===== config.mk =====
export PLATFORM = sky130hd
export DESIGN_NAME = lane_shift_right_seq
export DESIGN_NICKNAME = d
export VERILOG_FILES = /design/src/rtl/lane_shift_pkg.sv /design/src/rtl/lane_shr_step.sv /design/src/rtl/lane_shift_right_seq.sv
export SDC_FILE = /design/constraint.sdc
export NUM_CORES = 1
export LEC_CHECK = 0
export BUFFER_PORTS_ARGS = -buffer_cell sky130_fd_sc_hd__buf_4
export CORE_MARGIN = 3
export CORE_UTILIZATION = 54
export CTS_CLUSTER_DIAMETER = 40
export DETAILED_ROUTE_END_ITERATION = 12
export GPL_ROUTABILITY_DRIVEN = 0
export PLACE_DENSITY = 0.85
export SLEW_MARGIN = 0
export SYNTH_ARGS = -nofsm -noshare
export SYNTH_HDL_FRONTEND = slang
export SYNTH_HIERARCHICAL = 1
export SYNTH_SLANG_ARGS = --single-unit

===== constraint.sdc =====
create_clock -name clk -period 3.91 [get_ports clk]
set_clock_uncertainty 0.05 [all_clocks]
set_input_delay 0.9775 -clock clk [delete_from_list [all_inputs] [get_ports clk]]
set_output_delay 0.9775 -clock clk [all_outputs]
set_load 0.01 [all_outputs]

===== src/rtl/lane_shift_pkg.sv =====
// rtl/lane_shift_pkg.sv - shared parameters and types for the sequential lane right-shifter
package lane_shift_pkg;

    localparam int LANE_W       = 12;
    localparam int NUM_LANES    = 8;
    localparam int DATA_W       = LANE_W * NUM_LANES;
    localparam int SHIFT_W      = 3;
    localparam int MAX_OK_SHIFT = 5;

    typedef logic [LANE_W-1:0] lane_t;

    typedef enum logic [1:0] {
        IDLE,
        SHIFT,
        DONE
    } state_e;

endpackage


===== src/rtl/lane_shr_step.sv =====
// rtl/lane_shr_step.sv - one-lane right shift, fill lane enters at the top
module lane_shr_step
    import lane_shift_pkg::*;
(
    input  logic [DATA_W-1:0] data_i,
    input  lane_t             fill_i,
    output logic [DATA_W-1:0] data_o
);

    assign data_o = {fill_i, data_i[DATA_W-1:LANE_W]};

endmodule


===== src/rtl/lane_shift_right_seq.sv =====
// rtl/lane_shift_right_seq.sv - handshaked right shift by whole lanes, one lane per cycle
module lane_shift_right_seq
    import lane_shift_pkg::*;
(
    input  logic               clk,
    input  logic               rst_n,
    input  logic               in_valid,
    output logic               in_ready,
    input  logic [DATA_W-1:0]  in,
    input  logic [SHIFT_W-1:0] shift,
    input  lane_t              fill,
    output logic               out_valid,
    input  logic               out_ready,
    output logic [DATA_W-1:0]  out,
    output logic               out_ok
);

    state_e             state_q;
    logic [DATA_W-1:0]  data_q;
    logic [DATA_W-1:0]  data_d;
    logic [SHIFT_W-1:0] cnt_q;
    lane_t              fill_q;
    logic               ok_q;
    logic               in_ready_q;
    logic               out_valid_q;

    lane_shr_step u_step (
        .data_i (data_q),
        .fill_i (fill_q),
        .data_o (data_d)
    );

    always_ff @(posedge clk or negedge rst_n) begin
        if (!rst_n) begin
            state_q     <= IDLE;
            data_q      <= '0;
            cnt_q       <= '0;
            fill_q      <= '0;
            ok_q        <= 1'b0;
            in_ready_q  <= 1'b1;
            out_valid_q <= 1'b0;
        end else begin
            case (state_q)
                IDLE: begin
                    if (in_valid) begin
                        data_q     <= in;
                        cnt_q      <= shift;
                        fill_q     <= fill;
                        ok_q       <= (shift <= SHIFT_W'(MAX_OK_SHIFT));
                        in_ready_q <= 1'b0;
                        if (shift == '0) begin
                            state_q     <= DONE;
                            out_valid_q <= 1'b1;
                        end else begin
                            state_q <= SHIFT;
                        end
                    end
                end
                SHIFT: begin
                    data_q <= data_d;
                    cnt_q  <= cnt_q - SHIFT_W'(1);
                    if (cnt_q == SHIFT_W'(1)) begin
                        state_q     <= DONE;
                        out_valid_q <= 1'b1;
                    end
                end
                DONE: begin
                    // out_valid and in_ready swap on the same edge so they never overlap
                    if (out_ready) begin
                        state_q     <= IDLE;
                        out_valid_q <= 1'b0;
                        in_ready_q  <= 1'b1;
                    end
                end
                default: begin
                    state_q     <= IDLE;
                    in_ready_q  <= 1'b1;
                    out_valid_q <= 1'b0;
                end
            endcase
        end
    end

    assign in_ready  = in_ready_q;
    assign out_valid = out_valid_q;
    assign out       = data_q;
    assign out_ok    = ok_q;

endmodule


==> out/summary.txt <==
Top Ports -> 214
slew margin rel. -> 28.9%
worst min path class -> reg2reg
Ys Warns -> 6
CTS tree -> built
Worst EP required -> 4.22 ns
CP Class -> reg2reg
Hold Fails Final Rpt -> 0
GR Layer Usage met2 -> 40.4%
CP peak stage delay -> 0.87 ns
Slew @ Worst Pin -> 1.06 ns
flop and latch count out of synthesis -> 116
Antenna Cells -> 0
WP data arrival -> 2.82 ns
met1 Resource Use GR -> 27.5%
core area -> 0.0106 sq mm
port bufs -> 213
# H-tree levels -> 4
routed vias -> 4404
die area -> 0.0124 sq mm
WL final -> 14.7 mm
layout cells sized above 1 -> 37.2%
maxcap violations -> 0
drt drc -> 0
post-layout minimum cycle time -> 2.51 ns
vias per inst -> 5.21
Clock transition at path regs -> 0.05 ns
cts bufs inserted -> 17
DP HPWL -> 10.8 mm
initial antenna violation count -> 0
Max clock buf depth -> 2
Achievable Freq -> 398 MHz
DRT iter0 DRCs -> 271
status -> completed
largest net degree at the start of global routing -> 110
Mapped Cells -> 587
CP Cell Sequence -> nor2b_4 > buf_4 > mux2i_1 > o21ai_1
die height -> 112 um
Leak Pwr -> 3.68 nW
Pint -> 4.45 mW
Slew Viols, Final -> 0
die width -> 112 um
Post-DRT Antenna Nets -> 0
row cnt -> 37
mapped cell area -> 0.00601 sq mm
Layout Cell Area excl Fill -> 0.00757 sq mm
hold depth -> 2
Avg WL per Cell -> 17.4 um
clk sinks -> 116
vias in the first global route -> 4580
Reg2Reg Depth -> 4
combinational fraction of design power -> 46.5%
share of power burned in registers -> 33.0%
CTS root buf -> clkbuf_8
worst IR drop on VDD -> 0.000504 V
period utilisation layout -> 64.2%
DR pass1 iterations -> 4
DP Worst Slack -> 1.31 ns
Post-Syn Area per Cell -> 10.2 sq um
Power, Total -> 7.31 mW
final worst-path setup slack -> 1.40 ns
Critical Path Sink Type -> flop
Netlist cell types -> 33
Seq/Total Area, Yosys -> 48.3%
GR peak layer -> met2
clock power share -> 20.4%
initial cell density of the core -> 57.0%
Setup TNS -> 0 ns
post-CTS sizing -> 0
Crit Path Max Fanout -> 25
Clock Latency Late Sink -> 0.50 ns
Total GRT Usage -> 23.7%
grt total ovfl -> 0
placed cell areas -> 0.00699 sq mm
worst hold margin -> 0.437 ns
CP Launch Type -> flop
CTS Hold Bufs -> 0
cell area power density -> 965 mW/mm^2
Global Route met3 Usage -> 8.53%
Setup violations, final -> 0
switching share of power -> 39.1%
first-pass GRT wire length -> 23.5 mm
Layout area overhead -> 26.0%
NetSw -> 2.86 mW
syn nets -> 704
post-CTS setup buffers -> 0
RSZ-0062 raised after global routing -> false
slowest CP cell -> nor2b_4
Final #Nets -> 813
==> cell usage in the layout, fill, tap and decap left out, drive strengths merged <==
cell	n
nor3	1
nor3b	2
nand2	98
buf	221
a211o	1
mux2	12
o21bai	1
ha	2
a21oi	4
or3b	1
nor2	5
dfstp	1
a221o	1
clkbuf	20
mux2i	97
o21ai	98
o22a	1
nand2b	2
o211ai	1
inv	4
bufinv	2
nand3b	1
dfrtp	115
clkinvlp	5
clkinv	5
a2bb2oi	2
a31oi	1
nor2b	2
o22ai	1
o31a	1
and2	1
==> final timing paths <==
kind | startpoint | end | slack, ns
setup / recovery | state_q[0] | out[43] | 1.40
hold / removal | cnt_q[1] | cnt_q[1] | 0.44
setup reg to reg | state_q[0] | out[43] | 1.40
hold reg to reg | cnt_q[1] | cnt_q[1] | 0.44
max in group asynchronous | rst_n | out[50] | 2.50
min in group asynchronous | rst_n | out[19] | 0.52
==> metal layers <==
metal  up-vias  share of wire (%)
met3        29                7.8
met5         -                  0
li1       2122                  -
met4         0                2.8
met2       177                 50
met1      2076                 39
==> per-stage QoR <==
step	util [%]	instances
floorplan	-	587
global placement	66.2	813
detailed placement	66.2	813
CTS	71.7	845
global route	71.7	845
finish	71.7	845
==> sequential cells by signal (all words and copies together) (netlist names) <==
signal	count
cnt_q	3
fill_q	12
in_ready	1
out	96
out_ok	1
out_valid	1
state_q	2
==> critical path, delay by kind of cell (launching register included) <==
family,cells,cell delay (ns)
AND/OR/NAND/NOR,1,0.87
flip-flops,1,0.62
buffers and inverters,1,0.41
multiplexers,1,0.28
AO/OA/AOI/OAI,1,0.10
==> cells by family (layout without fill, tap and decap cells) <==
logic type / count (synthesis) / after routing / synth area share [%]
muxes: 109 / 109 / 18.4
and+or+nand+nor: 113 / 113 / 7.64
adders and majority gates: 2 / 2 / 0.416
DFF: 116 / 116 / 48.3
buffers and inverters: 135 / 257 / 15.3
AOI/OAI and AO/OA: 112 / 112 / 9.91
==> power groups by stage <==
stage	combinational, mW	clock (mW)	sequential (mW)
detailed placement	3.43	0	2.42
finish	3.40	1.49	2.42
global placement	3.32	0	2.39
CTS	3.44	1.52	2.41
global route	3.73	1.58	2.50
floorplan	2.61	0	2.47
==> area by class of cell <==
type / count / area (sq um)
Clock inverter: 12 / 130
Sequential cell: 116 / 2900
Inverter: 4 / 15.0
Clock buffer: 20 / 455
Timing Repair Buffer: 221 / 1700
Tap cell: 136 / 170
Fill cell: 774 / 2980
Multi-Input combinational cell: 336 / 2200
==> cells in the mapped netlist (all sizes together) <==
library cell	count	area (sq um)
dfrtp	115	2880
inv	4	15.0
o22ai	1	6.26
ha	2	25.0
o211ai	1	7.51
nor2b	2	12.5
o31a	1	8.76
o21ai	98	490
nand3b	1	7.51
dfstp	1	26.3
nand2	98	368
a2bb2oi	2	17.5
clkbuf	15	56.3
nor2	5	18.8
o22a	1	8.76
mux2i	97	971
nor3b	2	20.0
buf	116	851
and2	1	6.26
nor3	1	5.00
a21oi	4	20.0
mux2	12	135
o21bai	1	11.3
or3b	1	8.76
a221o	1	10.0
a211o	1	8.76
a31oi	1	6.26
nand2b	2	12.5
No activity file was read; power rests on OpenSTA's default activity.
